===== src/rtl/ofdm_pkg.sv =====
// Shared constants and types for the OFDM subcarrier mapper.
// Carrier count, allocation codes and Q3.13 sample constants.
package ofdm_pkg;

  localparam int NCAR = 52;

  localparam logic [1:0] ALLOC_NULL  = 2'b00;
  localparam logic [1:0] ALLOC_DATA  = 2'b01;
  localparam logic [1:0] ALLOC_PILOT = 2'b10;

  localparam logic [15:0] PILOT_AMP = 16'h2000;
  localparam logic [31:0] ZERO_IQ   = 32'h0000_0000;
  localparam logic [6:0]  LFSR_SEED = 7'h7F;

  typedef enum logic [1:0] {
    ST_IDLE,
    ST_LOAD,
    ST_EMIT,
    ST_DRAIN
  } state_t;

  function automatic logic [31:0] pilot_iq(input logic p);
    logic [15:0] re;
    re = p ? (16'h0000 - PILOT_AMP) : PILOT_AMP;
    return {16'h0000, re};
  endfunction

endpackage


===== src/rtl/pilot_lfsr.sv =====
// Pilot polarity scrambler, x^7+x^4+1, polarity = bit 6.
// Only present when PILOT_SCRAMBLE_EN is defined; otherwise polarity is 0.
module pilot_lfsr
  import ofdm_pkg::*;
(
  input  logic i_clk,
  input  logic i_rst_n,
  input  logic i_reseed,
  input  logic i_adv,
  output logic o_p
);

`ifdef PILOT_SCRAMBLE_EN
  logic [6:0] r_lfsr;

  // Reseed wins over advance when both land in one cycle
  always_ff @(posedge i_clk or negedge i_rst_n) begin
    if (!i_rst_n) begin
      r_lfsr <= LFSR_SEED;
    end else if (i_reseed) begin
      r_lfsr <= LFSR_SEED;
    end else if (i_adv) begin
      r_lfsr <= {r_lfsr[5:0], r_lfsr[6] ^ r_lfsr[3]};
    end
  end

  assign o_p = r_lfsr[6];
`else
  logic w_unused;

  assign w_unused = ^{i_clk, i_rst_n, i_reseed, i_adv};
  assign o_p      = 1'b0;
`endif

endmodule


===== src/rtl/ofdm_pilot_map.sv =====
// OFDM transmit subcarrier mapper: data, BPSK pilots and nulls per carrier.
// Optional pilot scrambling: define PILOT_SCRAMBLE_EN.
module ofdm_pilot_map
  import ofdm_pkg::*;
(
  input  logic         CLK_I,
  input  logic         RST_I,
  input  logic [31:0]  DAT_I,
  input  logic         WE_I,
  input  logic         STB_I,
  input  logic         CYC_I,
  output logic         ACK_O,
  output logic [31:0]  DAT_O,
  output logic         CYC_O,
  output logic         STB_O,
  output logic         WE_O,
  input  logic         ACK_I,
  input  logic [103:0] ALLOC_VEC,
  output logic         VEC_LD
);

  state_t r_state;
  state_t w_nxt;

  logic [103:0] r_alloc;
  logic [5:0]   r_car;
  logic [31:0]  r_dat;
  logic         r_stb;
  logic         r_cyc;
  logic         r_cyc_d;

  logic        w_datin_val;
  logic        w_out_halt;
  logic        w_istart;
  logic        w_p;
  logic [1:0]  w_code;
  logic        w_is_data;
  logic        w_is_pilot;
  logic        w_avail;
  logic        w_emit;
  logic        w_step;
  logic        w_last;
  logic        w_adv;
  logic [31:0] w_sample;

  assign w_datin_val = WE_I & STB_I & CYC_I;
  assign w_out_halt  = r_stb & ~ACK_I;
  assign w_istart    = CYC_I & ~r_cyc_d;

  assign w_code     = r_alloc[{r_car, 1'b0} +: 2];
  assign w_is_data  = (w_code == ALLOC_DATA);
  assign w_is_pilot = w_code[1];

  // Once upstream has closed its cycle, data carriers fill with zero
  assign w_avail = ~w_is_data | w_datin_val | ~CYC_I;
  assign w_emit  = (r_state == ST_EMIT);
  assign w_step  = w_emit & ~w_out_halt & w_avail;
  assign w_last  = (r_car == 6'(NCAR - 1));
  assign w_adv   = w_step & w_last;

  assign ACK_O  = w_emit & w_is_data & w_datin_val & ~w_out_halt;
  assign DAT_O  = r_dat;
  assign STB_O  = r_stb;
  assign CYC_O  = r_cyc;
  assign WE_O   = r_cyc;
  assign VEC_LD = (r_state == ST_LOAD);

  pilot_lfsr u_lfsr (
    .i_clk    (CLK_I),
    .i_rst_n  (RST_I),
    .i_reseed (w_istart),
    .i_adv    (w_adv),
    .o_p      (w_p)
  );

  always_comb begin
    w_sample = ZERO_IQ;
    unique case (1'b1)
      w_is_pilot:              w_sample = pilot_iq(w_p);
      w_is_data & w_datin_val: w_sample = DAT_I;
      default:                 w_sample = ZERO_IQ;
    endcase
  end

  always_comb begin
    w_nxt = r_state;
    unique case (r_state)
      ST_IDLE: begin
        if (w_istart | w_datin_val) w_nxt = ST_LOAD;
      end
      ST_LOAD: w_nxt = ST_EMIT;
      ST_EMIT: begin
        if (w_adv) w_nxt = CYC_I ? ST_LOAD : ST_DRAIN;
      end
      ST_DRAIN: begin
        if (~w_out_halt) w_nxt = ST_IDLE;
      end
      default: w_nxt = ST_IDLE;
    endcase
  end

  always_ff @(posedge CLK_I or negedge RST_I) begin
    if (!RST_I) begin
      r_state <= ST_IDLE;
      r_alloc <= '0;
      r_car   <= '0;
      r_dat   <= ZERO_IQ;
      r_stb   <= 1'b0;
      r_cyc   <= 1'b0;
      r_cyc_d <= 1'b0;
    end else begin
      r_state <= w_nxt;
      r_cyc_d <= CYC_I;
      unique case (r_state)
        ST_LOAD: begin
          r_alloc <= ALLOC_VEC;
          r_car   <= '0;
          r_cyc   <= 1'b1;
          if (~w_out_halt) r_stb <= 1'b0;
        end
        ST_EMIT: begin
          if (w_step) begin
            r_dat <= w_sample;
            r_stb <= 1'b1;
            r_car <= w_last ? 6'd0 : r_car + 6'd1;
          end else if (~w_out_halt) begin
            r_stb <= 1'b0;
          end
        end
        ST_DRAIN: begin
          if (~w_out_halt) begin
            r_stb <= 1'b0;
            r_cyc <= 1'b0;
          end
        end
        default: ;
      endcase
    end
  end

endmodule


===== config.mk =====
export PLATFORM = sky130hd
export DESIGN_NAME = ofdm_pilot_map
export DESIGN_NICKNAME = d
export VERILOG_FILES = /design/src/rtl/ofdm_pkg.sv /design/src/rtl/pilot_lfsr.sv /design/src/rtl/ofdm_pilot_map.sv
export SDC_FILE = /design/constraint.sdc
export NUM_CORES = 1
export LEC_CHECK = 0
export ABC_AREA = 1
export BUFFER_PORTS_ARGS = -buffer_cell sky130_fd_sc_hd__buf_4
export CELL_PAD_IN_SITES_DETAIL_PLACEMENT = 0
export CELL_PAD_IN_SITES_GLOBAL_PLACEMENT = 1
export CORE_UTILIZATION = 35
export DETAILED_ROUTE_END_ITERATION = 10
export PLACE_DENSITY = 0.78
export SETUP_SLACK_MARGIN = 0.1
export SYNTH_ARGS = -nofsm -noshare
export SYNTH_HDL_FRONTEND = slang
export SYNTH_SLANG_ARGS = --single-unit

===== constraint.sdc =====
create_clock -name CLK_I -period 2.3 [get_ports CLK_I]
set_clock_uncertainty 0.1 [all_clocks]
set_input_delay 0.345 -clock CLK_I [delete_from_list [all_inputs] [get_ports CLK_I]]
set_output_delay 0.345 -clock CLK_I [all_outputs]
set_load 0.05 [all_outputs]

==> summary.txt <==
Cells and area
  • Layout Cells excl Fill: 1423
  • Commonest non-fill, non-tap cell in the layout: nand2_1
  • Diode count: 0
  • Layout area overhead: 45.8%
  • Number of fill cells: 1858
  • Nets: 1293
  • Most frequent cells in the layout: nand2_1, buf_4, dfrtp_1
  • Fraction of layout cells with a size suffix above 1: 0.289
  • Util after Layout: 0.528

Placed design
  • Dpl ws: -0.173 ns
  • Placed cells: 1359
  • Port-buffer cells: 178
  • Post-DP HPWL: 13600 um
  • Routability cong.: 0.850

Critical path
  • CP max FO: 18
  • CP Capture Type: primary output
  • Delay-heaviest family, CP: simple AND/OR/NAND/NOR gates
  • Worst setup SP type: flip-flop
  • WS Path Type: flip-flop to primary output
  • CP required: 1.86 ns
  • CP Data Arrival Time: 2.45 ns
  • Most frequent CP cell: nor2_2
  • Crit path cell chain: buf_4, buf_16, o21ai_2, o21ai_1, nor2_1, nor2_2, nor2_2, nor2_2, a21oi_4, nand2_4, nor3_4, buf_6
  • Slowest cell on crit path: dfrtp_2
  • Critical path's largest stage delay: 0.42 ns
  • Buffers and inverters on the worst path: 3

Clock tree
  • CTS tree: done
  • Clock Path Buffers: 2
  • TritonCTS Buffers: 17
  • Clock Sinks: 147
  • Clk_lat worst skew: 0.43 ns
  • Clk slew on worst S/H paths: 0.06 ns
  • Clock Tree Root: clkbuf_16
  • H-tree Lvls: 4

Yosys
  • Synth unique cells: 25
  • Mux contribution to synthesized area: 0
  • Largest family of logic cells by synthesized area: simple AND/OR/NAND/NOR gates
  • Syn_nets: 1070
  • Average cell area after synthesis: 7.41 sq um
  • Yosys reg bits: 147
  • Post-synthesis simple-gate area fraction: 0.335
  • Ys Warns: 0
  • Post-Synth XOR/XNOR Area: 0.00255
  • Synth Area in Adders: 0.00182
  • Post-synthesis compound-gate area fraction: 0.0561
  • Synth Instances: 927
  • Seq/Total Area, Yosys: 0.536
  • Mapped Area: 6870 sq um

Drt
  • WL final: 19900 um
  • Drt initial violations: 386
  • Drt drc: 0
  • Drt pass-1 iters: 5
  • Vias/cell: 4.58
  • Routed WL per cell: 14.0 um
  • Vias: 6520
  • DRT antenna net count: 0

Global route
  • Initial antenna violation count: 0
  • Largest net degree at the start of global routing: 91
  • Vias in the first global route: 6427
  • Overflow left after global routing: 0
  • Gr usage total: 0.209
  • First-pass GRT wire length: 32700 um

Timing
  • Endpoints failing hold: 0
  • Max Slew Vio Count: 0
  • Crit path time final: 2.89 ns
  • Crit share post-route: 1.26
  • RSZ-0062 raised after global routing: true
  • # setup viols final: 42
  • Tightest Pin Transition: 0.536 ns
  • Post-route worst setup slack: -0.592 ns
  • Setup TNS Final: -16.73 ns
  • Max frequency: 346 MHz
  • Slew margin rel.: 0.642

Die
  • I/O pin total: 179
  • Row count: 50
  • Die height: 142 um
  • Die area: 20200 sq um
  • Initial core utilization: 0.362
  • Die W: 142 um
  • Core Region: 19000 sq um

Pwr
  • Power density over the cells: 1220 nW/um^2
  • Leak pwr: 5.32 nW
  • Worst vdd ir: 464 uV

Worst hold path
  • Worst hold path class: input port to flip-flop

Flow run
  • Max-Cap Viols: 0

Status
  • Outcome: finished, violations left
  • Violated checks: negative setup slack
[sequential cells by signal, summed over array words and instances, names as in the netlist]
name,cells
r_car,6
CYC_O,1
r_cyc_d,1
r_alloc,104
DAT_O,32
STB_O,1
r_state,2
[area by class of cell]
type                            count  area, sq um  area share
Clock buffer                       20          467      0.0466
Clock inverter                     12          121      0.0121
Inverter                           65          245      0.0245
Multi-Input combinational cell    668         2930       0.293
Sequential cell                   147         3680       0.368
Tap cell                          260          325      0.0325
Timing Repair Buffer              251         2240       0.224
[worst min-delay path, stage by stage]
cell,delay (ns)
buf_4,0.07
nand2_1,0.04
nand2_1,0.05
[layer usage]
layer  vias to the layer above  global-route usage  wire length (um)
met5                         -                   0                 0
met4                         0              0.0713               343
met3                        24              0.0357               787
met2                       167               0.329              9050
met1                      3035               0.290              9680
li1                       3294                   -                 -
[worst paths after layout]
| path | start | end | slack, ns | cells past startpoint |
|---|---|---|---|---|
| hold reg to reg | r_alloc[80] | r_alloc[80] | 0.37 | 2 |
| min in group asynchronous | RST_I | r_alloc[97] | 0.31 | 2 |
| setup reg to reg | r_car[0] | STB_O | -0.46 | 19 |
| hold / removal | DAT_I[8] | DAT_O[8] | 0.02 | 3 |
| setup / recovery | r_car[0] | ACK_O | -0.59 | 12 |
| max in group asynchronous | RST_I | DAT_O[9] | 1.07 | 3 |
[report_power, final]
part           leakage [nW]  internal (mW)  switching [mW]
logic                  3.18           2.09            3.19
registers              1.86           3.63           0.520
clock network         0.282           1.60            1.14
total                  5.32           7.32            4.86
[synth_stat cells, drive strengths merged]
cell | instances | share of area
o21bai | 1 | 0.0011
nand2 | 458 | 0.25
nor2 | 78 | 0.043
nor3 | 4 | 0.0046
clkbuf | 22 | 0.012
inv | 63 | 0.034
ha | 1 | 0.0018
buf | 26 | 0.021
nand3 | 48 | 0.035
dfrtp | 147 | 0.54
xor2 | 1 | 0.0013
o22ai | 3 | 0.0027
o21ai | 63 | 0.046
o211ai | 2 | 0.0022
xnor2 | 1 | 0.0013
a21oi | 5 | 0.0042
nor4 | 2 | 0.0018
clkinv | 2 | 0.0011
[cells by family after synthesis]
family | Yosys count
flip-flops | 147
buffers and inverters | 113
AO/OA/AOI/OAI | 74
XOR/XNOR | 2
AND/OR/NAND/NOR | 590
adder cells (fa/ha/maj) | 1
[metrics by stage]
step	power, mW	hold WS [ns]	cell area, sq um
final	12.2	0.0157	10000
after global routing	13.1	0.00776	10000
after CTS	12.1	0.000769	9910
after detailed placement	8.72	0.202	8730
after global placement	8.69	0.202	8730
after floorplan	7.10	-0.0506	6870
[what timing repair did]
item,4_1_cts,5_1_grt
resized for setup,68,24
setup endpoints to repair,42,42
pin swaps,25,9
cloned,8,0
hold buffers,4,0
hold endpoints to repair,44,0
setup buffers,22,3
Note: power is estimated with default switching activity, not from simulation.
